--- src/rtl/axi4_lite_slave_regs_if.sv ---
// AXI4-Lite bus bundle for the register slave: five channels, master and slave views.
interface axi4_lite_slave_regs_if;
  logic [31:0] S_AXI_AWADDR;
  logic        S_AXI_AWVALID;
  logic        S_AXI_AWREADY;
  logic [31:0] S_AXI_WDATA;
  logic [3:0]  S_AXI_WSTRB;
  logic        S_AXI_WVALID;
  logic        S_AXI_WREADY;
  logic [1:0]  S_AXI_BRESP;
  logic        S_AXI_BVALID;
  logic        S_AXI_BREADY;
  logic [31:0] S_AXI_ARADDR;
  logic        S_AXI_ARVALID;
  logic        S_AXI_ARREADY;
  logic [31:0] S_AXI_RDATA;
  logic [1:0]  S_AXI_RRESP;
  logic        S_AXI_RVALID;
  logic        S_AXI_RREADY;

  modport master (
    output S_AXI_AWADDR, S_AXI_AWVALID, input S_AXI_AWREADY,
    output S_AXI_WDATA, S_AXI_WSTRB, S_AXI_WVALID, input S_AXI_WREADY,
    input S_AXI_BRESP, S_AXI_BVALID, output S_AXI_BREADY,
    output S_AXI_ARADDR, S_AXI_ARVALID, input S_AXI_ARREADY,
    input S_AXI_RDATA, S_AXI_RRESP, S_AXI_RVALID, output S_AXI_RREADY
  );

  modport slave (
    input S_AXI_AWADDR, S_AXI_AWVALID, output S_AXI_AWREADY,
    input S_AXI_WDATA, S_AXI_WSTRB, S_AXI_WVALID, output S_AXI_WREADY,
    output S_AXI_BRESP, S_AXI_BVALID, input S_AXI_BREADY,
    input S_AXI_ARADDR, S_AXI_ARVALID, output S_AXI_ARREADY,
    output S_AXI_RDATA, S_AXI_RRESP, S_AXI_RVALID, input S_AXI_RREADY
  );
endinterface

--- src/rtl/axi4_lite_slave_regs.sv ---
// AXI4-Lite slave exposing NUM_REGS 32-bit read/write registers with byte strobes.
// Write and read paths are independent FSMs; out-of-range accesses answer SLVERR.
module axi4_lite_slave_regs #(
  parameter int NUM_REGS = 8
) (
  input  logic                     clk,
  input  logic                     rst,
  axi4_lite_slave_regs_if.slave    axi,
  output logic [NUM_REGS*32-1:0]   Reg_Out,
  output logic                     Wr_Pulse,
  output logic [3:0]               Wr_Index
);

  localparam logic [31:0] ADDR_LIMIT = 32'(NUM_REGS * 4);
  localparam logic [1:0]  RESP_OKAY   = 2'b00;
  localparam logic [1:0]  RESP_SLVERR = 2'b10;

  typedef enum logic {W_COLLECT, W_RESP} w_state_e;
  typedef enum logic {R_IDLE, R_DATA} r_state_e;

  w_state_e    w_state_q;
  r_state_e    r_state_q;
  logic        aw_held_q;
  logic        w_held_q;
  logic [31:0] awaddr_q;
  logic [31:0] wdata_q;
  logic [3:0]  wstrb_q;
  logic        bvalid_q;
  logic [1:0]  bresp_q;
  logic        rvalid_q;
  logic [31:0] rdata_q;
  logic [1:0]  rresp_q;
  logic        wr_pulse_q;
  logic [3:0]  wr_index_q;

  logic        aw_ready;
  logic        w_ready;
  logic        ar_ready;
  logic        aw_hs;
  logic        w_hs;
  logic        ar_hs;
  logic        commit;
  logic        commit_hit;
  logic [3:0]  wr_idx;
  logic [3:0]  rd_idx;
  logic        rd_hit;
  logic [31:0] rd_word;

  // Readies are gated by rst so nothing is accepted while reset is held.
  assign aw_ready = (w_state_q == W_COLLECT) && !aw_held_q && !rst;
  assign w_ready  = (w_state_q == W_COLLECT) && !w_held_q && !rst;
  assign ar_ready = (r_state_q == R_IDLE) && !rst;

  assign aw_hs = axi.S_AXI_AWVALID && aw_ready;
  assign w_hs  = axi.S_AXI_WVALID && w_ready;
  assign ar_hs = axi.S_AXI_ARVALID && ar_ready;

  assign commit     = (w_state_q == W_COLLECT) && aw_held_q && w_held_q;
  assign wr_idx     = awaddr_q[5:2];
  assign commit_hit = commit && (awaddr_q < ADDR_LIMIT);

  assign axi.S_AXI_AWREADY = aw_ready;
  assign axi.S_AXI_WREADY  = w_ready;
  assign axi.S_AXI_BVALID  = bvalid_q;
  assign axi.S_AXI_BRESP   = bresp_q;
  assign axi.S_AXI_ARREADY = ar_ready;
  assign axi.S_AXI_RVALID  = rvalid_q;
  assign axi.S_AXI_RDATA   = rdata_q;
  assign axi.S_AXI_RRESP   = rresp_q;
  assign Wr_Pulse          = wr_pulse_q;
  assign Wr_Index          = wr_index_q;

  for (genvar gi = 0; gi < NUM_REGS; gi++) begin : g_reg
    logic [31:0] reg_q;

    always_ff @(posedge clk) begin
      if (rst) begin
        reg_q <= '0;
      end else if (commit_hit && (wr_idx == 4'(gi))) begin
        for (int k = 0; k < 4; k++) begin
          if (wstrb_q[k]) begin
            reg_q[8*k +: 8] <= wdata_q[8*k +: 8];
          end
        end
      end
    end

    assign Reg_Out[32*gi +: 32] = reg_q;
  end

  // Read mux sees pre-commit contents, so a same-edge read returns the old value.
  always_comb begin
    rd_idx  = axi.S_AXI_ARADDR[5:2];
    rd_hit  = axi.S_AXI_ARADDR < ADDR_LIMIT;
    rd_word = '0;
    for (int i = 0; i < NUM_REGS; i++) begin
      if (rd_idx == 4'(i)) begin
        rd_word = Reg_Out[32*i +: 32];
      end
    end
  end

  always_ff @(posedge clk) begin
    if (rst) begin
      w_state_q  <= W_COLLECT;
      aw_held_q  <= 1'b0;
      w_held_q   <= 1'b0;
      awaddr_q   <= '0;
      wdata_q    <= '0;
      wstrb_q    <= '0;
      bvalid_q   <= 1'b0;
      bresp_q    <= RESP_OKAY;
      wr_pulse_q <= 1'b0;
      wr_index_q <= '0;
    end else begin
      wr_pulse_q <= 1'b0;
      case (w_state_q)
        W_COLLECT: begin
          if (aw_hs) begin
            awaddr_q  <= axi.S_AXI_AWADDR;
            aw_held_q <= 1'b1;
          end
          if (w_hs) begin
            wdata_q  <= axi.S_AXI_WDATA;
            wstrb_q  <= axi.S_AXI_WSTRB;
            w_held_q <= 1'b1;
          end
          if (commit) begin
            aw_held_q <= 1'b0;
            w_held_q  <= 1'b0;
            bvalid_q  <= 1'b1;
            bresp_q   <= commit_hit ? RESP_OKAY : RESP_SLVERR;
            w_state_q <= W_RESP;
            if (commit_hit) begin
              wr_pulse_q <= 1'b1;
              wr_index_q <= wr_idx;
            end
          end
        end
        W_RESP: begin
          if (axi.S_AXI_BREADY) begin
            bvalid_q  <= 1'b0;
            w_state_q <= W_COLLECT;
          end
        end
        default: w_state_q <= W_COLLECT;
      endcase
    end
  end

  always_ff @(posedge clk) begin
    if (rst) begin
      r_state_q <= R_IDLE;
      rvalid_q  <= 1'b0;
      rdata_q   <= '0;
      rresp_q   <= RESP_OKAY;
    end else begin
      case (r_state_q)
        R_IDLE: begin
          if (ar_hs) begin
            rvalid_q  <= 1'b1;
            rdata_q   <= rd_hit ? rd_word : 32'h0;
            rresp_q   <= rd_hit ? RESP_OKAY : RESP_SLVERR;
            r_state_q <= R_DATA;
          end
        end
        R_DATA: begin
          if (axi.S_AXI_RREADY) begin
            rvalid_q  <= 1'b0;
            r_state_q <= R_IDLE;
          end
        end
        default: r_state_q <= R_IDLE;
      endcase
    end
  end

endmodule

--- src/flat_wrapper.sv ---
// flat-port wrapper written by rule: the top's interface ports become plain ports
module axi4_lite_slave_regs_flat 
#(
  parameter int NUM_REGS = 8
)
  (clk, rst, Reg_Out, Wr_Pulse, Wr_Index, axi_S_AXI_AWADDR, axi_S_AXI_AWVALID, axi_S_AXI_AWREADY, axi_S_AXI_WDATA, axi_S_AXI_WSTRB, axi_S_AXI_WVALID, axi_S_AXI_WREADY, axi_S_AXI_BRESP, axi_S_AXI_BVALID, axi_S_AXI_BREADY, axi_S_AXI_ARADDR, axi_S_AXI_ARVALID, axi_S_AXI_ARREADY, axi_S_AXI_RDATA, axi_S_AXI_RRESP, axi_S_AXI_RVALID, axi_S_AXI_RREADY);
  axi4_lite_slave_regs_if axi_i ();
  input  logic clk;
  input  logic rst;
  output logic [NUM_REGS*32-1:0] Reg_Out;
  output logic Wr_Pulse;
  output logic [3:0] Wr_Index;
  input wire logic [$bits(axi_i.S_AXI_AWADDR)-1:0] axi_S_AXI_AWADDR;
  input wire logic [$bits(axi_i.S_AXI_AWVALID)-1:0] axi_S_AXI_AWVALID;
  output wire logic [$bits(axi_i.S_AXI_AWREADY)-1:0] axi_S_AXI_AWREADY;
  input wire logic [$bits(axi_i.S_AXI_WDATA)-1:0] axi_S_AXI_WDATA;
  input wire logic [$bits(axi_i.S_AXI_WSTRB)-1:0] axi_S_AXI_WSTRB;
  input wire logic [$bits(axi_i.S_AXI_WVALID)-1:0] axi_S_AXI_WVALID;
  output wire logic [$bits(axi_i.S_AXI_WREADY)-1:0] axi_S_AXI_WREADY;
  output wire logic [$bits(axi_i.S_AXI_BRESP)-1:0] axi_S_AXI_BRESP;
  output wire logic [$bits(axi_i.S_AXI_BVALID)-1:0] axi_S_AXI_BVALID;
  input wire logic [$bits(axi_i.S_AXI_BREADY)-1:0] axi_S_AXI_BREADY;
  input wire logic [$bits(axi_i.S_AXI_ARADDR)-1:0] axi_S_AXI_ARADDR;
  input wire logic [$bits(axi_i.S_AXI_ARVALID)-1:0] axi_S_AXI_ARVALID;
  output wire logic [$bits(axi_i.S_AXI_ARREADY)-1:0] axi_S_AXI_ARREADY;
  output wire logic [$bits(axi_i.S_AXI_RDATA)-1:0] axi_S_AXI_RDATA;
  output wire logic [$bits(axi_i.S_AXI_RRESP)-1:0] axi_S_AXI_RRESP;
  output wire logic [$bits(axi_i.S_AXI_RVALID)-1:0] axi_S_AXI_RVALID;
  input wire logic [$bits(axi_i.S_AXI_RREADY)-1:0] axi_S_AXI_RREADY;
  assign axi_i.S_AXI_AWADDR = axi_S_AXI_AWADDR;
  assign axi_i.S_AXI_AWVALID = axi_S_AXI_AWVALID;
  assign axi_S_AXI_AWREADY = axi_i.S_AXI_AWREADY;
  assign axi_i.S_AXI_WDATA = axi_S_AXI_WDATA;
  assign axi_i.S_AXI_WSTRB = axi_S_AXI_WSTRB;
  assign axi_i.S_AXI_WVALID = axi_S_AXI_WVALID;
  assign axi_S_AXI_WREADY = axi_i.S_AXI_WREADY;
  assign axi_S_AXI_BRESP = axi_i.S_AXI_BRESP;
  assign axi_S_AXI_BVALID = axi_i.S_AXI_BVALID;
  assign axi_i.S_AXI_BREADY = axi_S_AXI_BREADY;
  assign axi_i.S_AXI_ARADDR = axi_S_AXI_ARADDR;
  assign axi_i.S_AXI_ARVALID = axi_S_AXI_ARVALID;
  assign axi_S_AXI_ARREADY = axi_i.S_AXI_ARREADY;
  assign axi_S_AXI_RDATA = axi_i.S_AXI_RDATA;
  assign axi_S_AXI_RRESP = axi_i.S_AXI_RRESP;
  assign axi_S_AXI_RVALID = axi_i.S_AXI_RVALID;
  assign axi_i.S_AXI_RREADY = axi_S_AXI_RREADY;
  axi4_lite_slave_regs #(.NUM_REGS(NUM_REGS)) u_core (.clk(clk), .rst(rst), .axi(axi_i), .Reg_Out(Reg_Out), .Wr_Pulse(Wr_Pulse), .Wr_Index(Wr_Index));
endmodule
--- config.mk ---
export PLATFORM = sky130hd
export DESIGN_NAME = axi4_lite_slave_regs_flat
export DESIGN_NICKNAME = d
export VERILOG_FILES = /design/src/rtl/axi4_lite_slave_regs_if.sv /design/src/rtl/axi4_lite_slave_regs.sv /design/src/flat_wrapper.sv
export SDC_FILE = /design/constraint.sdc
export NUM_CORES = 1
export LEC_CHECK = 0
export CAP_MARGIN = 10
export CORE_ASPECT_RATIO = 0.7
export CORE_MARGIN = 2
export CORE_UTILIZATION = 46
export DETAILED_ROUTE_END_ITERATION = 12
export PLACE_DENSITY = 0.83
export RECOVER_POWER = 50
export SETUP_SLACK_MARGIN = 0.2
export SYNTH_ARGS = -nofsm -noshare
export SYNTH_HDL_FRONTEND = slang
export SYNTH_SLANG_ARGS = --single-unit
--- constraint.sdc ---
create_clock -name clk -period 2.1 [get_ports clk]
set_input_delay 0.315 -clock clk [delete_from_list [all_inputs] [get_ports clk]]
set_output_delay 0.315 -clock clk [all_outputs]
set_load 0.05 [all_outputs]
Yosys cells after proc, flatten, opt, wreduce, memory -nomap -nowiden
Index checks and enable logic that the tools add are counted.
{"block": "classes", "magnitude_cmp": 2, "n_eq_ne": 18, "n_mux": 28, "n_bitwise": 3, "reduce_logical": 68}
{"operator": "$mux W32", "count": 9}
{"operator": "$reduce_and A2 Y1", "count": 40}
{"operator": "$lt A32 B6 Y1 const B", "count": 2}
{"operator": "$eq A4 B3 Y1 const B", "count": 8}
{"operator": "$logic_and A1 B1 Y1", "count": 19}
{"operator": "$eq A4 B2 Y1 const B", "count": 4}
{"operator": "$mux W1", "count": 13}
{"operator": "$eq A4 B1 Y1 const B", "count": 2}
{"operator": "$logic_not A4 Y1", "count": 2}
{"operator": "$pmux W1 S2", "count": 4}
{"operator": "$mux W2", "count": 2}
{"operator": "$ne A2 B1 Y1 const B", "count": 2}
{"operator": "$ne A2 B2 Y1 const B", "count": 2}
{"operator": "$reduce_bool A2 Y1", "count": 2}
{"operator": "$logic_not A1 Y1", "count": 3}
{"operator": "$not A1 Y1", "count": 3}
{"operator": "$reduce_and A3 Y1", "count": 1}
{"operator": "$reduce_or A3 Y1", "count": 1}
{"block": "word_totals", "ff_bits": 371, "input_bits": 107, "output_inout_bits": 302, "elab_cells": 165}

Longest topological paths before layout
{"block": "depth", "word_depth": 10, "mapped_depth": 8, "mapped_depth_nobuf": 4}

Worst setup path before layout
No wires, ideal clock.
{"block": "synth_timing", "kind": "input -> register", "from": "input port rst", "to": "register u_core.wstrb_q[1]", "setup_ns": 0.071, "t_arrival_ns": 2.729, "required_time_ns": 2.029, "path_slack_ns": -0.700, "stages": 8, "n_path_buf": 4, "cell_sequence": "clkbuf_1 -> clkbuf_1 -> nor3_1 -> and2_1 -> clkbuf_1 -> clkbuf_1 -> nand2_1 -> a21oi_1"}
{"block": "synth_via", "elab_chain_len": 4}
{"item": "start, declared", "line": "flat_wrapper.sv:9", "source": "input logic rst;"}
{"item": "$logic_not A1 Y1", "line": "axi4_lite_slave_regs.sv:51", "source": "assign w_ready = (w_state_q == W_COLLECT) && !w_held_q && !rst;"}
{"item": "$logic_and A1 B1 Y1", "line": "axi4_lite_slave_regs.sv:51"}
{"item": "net axi_S_AXI_WREADY", "line": "flat_wrapper.sv:19", "source": "output wire logic [$bits(axi_i.S_AXI_WREADY)-1:0] axi_S_AXI_WREADY;"}
{"item": "$logic_and A1 B1 Y1", "line": "axi4_lite_slave_regs.sv:55", "source": "assign w_hs = axi.S_AXI_WVALID && w_ready;"}
{"item": "$reduce_and A2 Y1 (no source line)"}
{"item": "end signal, assigned", "line": "axi4_lite_slave_regs.sv:125", "source": "wstrb_q <= axi.S_AXI_WSTRB;"}
{"item": "end, declared", "line": "axi4_lite_slave_regs.sv:27", "source": "logic [3:0] wstrb_q;"}
The timed path passes the listed nets, and every way through them passes these cells.
A chain may end at the register's enable or synchronous reset.

Final worst setup path
{"block": "layout_timing", "from": "register u_core.awaddr_q[19]", "to": "register u_core.g_reg[2].reg_q[25]"}
{"block": "layout_via", "elab_chain_len": 4}
{"item": "start, declared", "line": "axi4_lite_slave_regs.sv:25", "source": "logic [31:0] awaddr_q;"}
{"item": "start signal, assigned", "line": "axi4_lite_slave_regs.sv:120", "source": "awaddr_q <= axi.S_AXI_AWADDR;"}
{"item": "$lt A32 B6 Y1", "line": "axi4_lite_slave_regs.sv:60", "source": "assign commit_hit = commit && (awaddr_q < ADDR_LIMIT);"}
{"item": "$logic_and A1 B1 Y1", "line": "axi4_lite_slave_regs.sv:60"}
{"item": "$logic_and A1 B1 Y1", "line": "axi4_lite_slave_regs.sv:79", "source": "end else if (commit_hit && (wr_idx == 4'(gi))) begin"}
{"item": "$reduce_and A2 Y1 (no source line)"}
{"item": "end signal, assigned by index", "line": "axi4_lite_slave_regs.sv:82", "source": "reg_q[8*k +: 8] <= wdata_q[8*k +: 8];"}
{"item": "end, declared", "line": "axi4_lite_slave_regs.sv:74", "source": "logic [31:0] reg_q;"}
Every way passes these cells.

==> results.md <==
* 2676 — count of placed standard cells including taps
* 2 — deepest level of the CTS H-tree
* 0.480 GHz — Max Clock Freq
* 2.55 ns — critical path data required time
* 409 — IO Pins
* 0 — Final Hold Viols
* sky130_fd_sc_hd__dfxtp_1 — cell type with the highest aggregate area in the netlist
* 0 — Post-CTS Hold Buffers
* complete, no violations — status
* 9.41 µm² — Mapped Avg Cell Area
* 402 — input/output buffers
* 0% — async set-or-reset flop fraction in the synthesized netlist
* 2357 — number of nets in the finished design
* 5.78 — vias per cell
* 45 — number of distinct library cells after synthesis
* sky130_fd_sc_hd__dfxtp_1, sky130_fd_sc_hd__mux2i_1, sky130_fd_sc_hd__nand2b_1 — cells taking the most area after synthesis
* 0 — # DRC
* 38.4% — area delta synth->final
* sky130_fd_sc_hd__dfxtp_1 — most frequently used flop master after synthesis
* 236 µm — horizontal extent of the die
* -0.660 ns — worst setup slack before clock tree synthesis
* 0 — Pins Over Slew Limit
* 64.6% — Layout Utilization
* 2.53 ns — arrival time worst endpoint
* 7360 µm² — combined flip-flop and latch cell area
* 0.0153 ns — setup slack of the critical path after layout
* 38 — CTS buffer count
* 17400 µm² — netlist area before placement
* 0 — Finish-stage setup viols
* 0.07 ns — Reg clk slew, reported paths
* 16000 — vias after detailed routing
* 11.5% — layout cell share with drive strength beyond 1
* 3 — Clock Tree Buf Depth
* 59 — Std-Cell Rows
* 665 nW/µm² — power density relative to cell area
* 0 ns — total negative setup slack
* 1.12 ns — slew at the pin with the worst max-slew slack
* 3 — number of antenna violations at the first check in global routing
* sky130_fd_sc_hd__clkbuf_16 — root buffer cell
* 0 — YS warnings
* 367 — CTS sink count
* 23.1 µm — average wire per standard cell
* 0.00988 ns — Worst Skew
* sky130_fd_sc_hd__dfxtp_1 — most frequently used cell type in the post-synthesis netlist
* 9400 µm² — total area of multi-input combinational cells
* reg2reg — type of the worst setup path
* 46.7% — starting density of the core
* 0.909 — global placer's final weighted congestion
* in2reg — type of the tightest min-delay check
* 1709 — number of DRC markers after the initial detailed-route iteration
* 0 — number of flops mapped to enable cells by yosys
* 3045 — number of fill cells in the layout
* u_core.awaddr_q[19]$_SDFFE_PP0P_ — launching point of the worst reg2reg path
* 42.3% — share of the yosys chip area belonging to registers
* 8 — worst-path maximum fanout
* flip-flop — Startpoint Class
* 0.000526 V — maximum resistive drop on vdd
* u_core.awaddr_q[19]$_SDFFE_PP0P_ — start point of the critical path
* 9.61 nW — Pleak
* 31.3% — All-Layer GR Usage
* 0 — number of max-cap violations
* 15800 — vias in the first global route
* rst — worst min-delay path startpoint
* 127 — largest net degree at the start of global routing
* 99.3% — share of the clock period used by the worst path
* 39400 µm² — die outline area
* 25.0% — relative max-transition margin
* 0.53 ns — clock latency of the later-clocked register in the worst-skew pair
* 167 µm — height of the chip
* 42.3% — area share of the leading cell type in the synthesized netlist
* 2.08 ns — shortest period the worst path allows
* 63900 µm — wirelength, routed
* 37200 µm² — core footprint
* 0.0678 ns — final hold slack
* 96100 µm — global-route wire length before repair
* flip-flop — Worst setup EP type
* 7 — iteration count of the initial detailed-routing pass
* 367 — synthesized flop and latch total
* built — clock tree from TritonCTS
* 0 — count of antenna-violating nets left after detailed routing
* 2769 — Final Instance Count excl. Fillers
* yes — setup repair after global routing missed its margin
* 0 — overall overflow remaining after global route
* 1846 — number of standard cells after synthesis
* 45300 µm — placed wire-length estimate after detailed placement
* sky130_fd_sc_hd__dfxtp_1, sky130_fd_sc_hd__nand2b_1, sky130_fd_sc_hd__mux2i_1 — commonest cells in the netlist
## placed cells by master, fill, tap and decap left out, drive strengths merged, types with 11 or more instances in the layout
master,netlist,layout
o21bai,11,11
o22a,22,22
dlygate4sd2,0,287
o2bb2ai,21,21
nor2,47,47
mux2i,288,288
nand2,197,197
nor2b,26,26
clkdlybuf4s50,0,97
o22ai,22,22
a21oi,149,149
a22oi,23,23
nand3b,32,32
or3,23,23
nor4,44,44
o21ai,35,35
buf,53,126
dfxtp,367,367
clkbuf,113,71
nand2b,299,299
## sequential cells by signal (all words and copies together), names as in the netlist
register / cells
u_core.axi.S_AXI_RDATA: 32
u_core.aw_held_q: 1
u_core.Wr_Pulse: 1
u_core.axi.S_AXI_BVALID: 1
u_core.g.reg_q: 256
u_core.axi.S_AXI_RVALID: 1
u_core.wstrb_q: 4
u_core.w_held_q: 1
u_core.axi.S_AXI_RRESP: 1
u_core.w_state_q: 1
u_core.r_state_q: 1
u_core.axi.S_AXI_BRESP: 1
u_core.Wr_Index: 4
u_core.awaddr_q: 30
u_core.wdata_q: 32
## repair_timing
action                                  CTS  global route
resized for setup                       321            29
setup buffers                             8             7
cloned                                    5             2
hold endpoints to repair                  0             0
endpoints found under the setup margin  581           284
pin swaps                                17            28
## metrics by stage
stage	area, µm²	total power, mW
6_report	24000	16.0
3_5_place_dp	22600	8.63
5_1_grt	24000	16.4
4_1_cts	23900	16.0
3_3_place_gp	22600	8.59
2_1_floorplan	17500	8.14
## worst max-delay path, stage by stage, from the launching register on
cell and delay (ns):
sky130_fd_sc_hd__dfxtp_2 0.34, sky130_fd_sc_hd__nor4_4 0.35, sky130_fd_sc_hd__nand4_4 0.19, sky130_fd_sc_hd__buf_4 0.18, sky130_fd_sc_hd__buf_12 0.14, sky130_fd_sc_hd__nor4_4 0.35
sky130_fd_sc_hd__buf_12 0.19, sky130_fd_sc_hd__mux2i_2 0.24
## final timing paths
path              slack [ns]                                      to  depth (start not counted)
setup / recovery        0.02  u_core.g_reg[2].reg_q[25]$_SDFFE_PP0P_                          7
hold / removal          0.07        u_core.awaddr_q[22]$_SDFFE_PP0P_                          2
setup reg to reg        0.02  u_core.g_reg[2].reg_q[25]$_SDFFE_PP0P_                          7
hold reg to reg         0.46         u_core.wdata_q[25]$_SDFFE_PP0P_                          2
## where the power goes
group	switching [mW]	internal (mW)
registers	0.0706	7.03
logic	0.908	0.726
clock network	2.87	4.38
## cell type report
| cell class | instances | share of cell area (%) |
|---|---|---|
| antenna | 3 | 0.0312 |
| multi-input combinational | 1312 | 39.1 |
| inverter | 2 | 0.0312 |
| sequential | 367 | 30.6 |
| clock buffer | 60 | 5.11 |
| timing repair buffer | 529 | 22.1 |
| tap | 488 | 2.54 |
| clock inverter | 8 | 0.494 |
## cells by family after synthesis
family | after synthesis | synth area share (%)
other | 1 | 0.0216
AO/OA/AOI/OAI | 323 | 11.7
AND/OR/NAND/NOR | 699 | 25.0
flip-flops | 367 | 42.3
multiplexers | 288 | 16.6
buffers and inverters | 168 | 4.34
## routing by layer
layer | vias up | GRT usage [%] | wire (µm)
li1 | 7223 | - | -
met1 | 7685 | 41.3 | 26400
met2 | 946 | 50.4 | 28900
met3 | 142 | 5.74 | 5820
met4 | 0 | 13.6 | 2790
met5 | - | 0 | 0
Note: power is estimated with default switching activity, not from simulation.
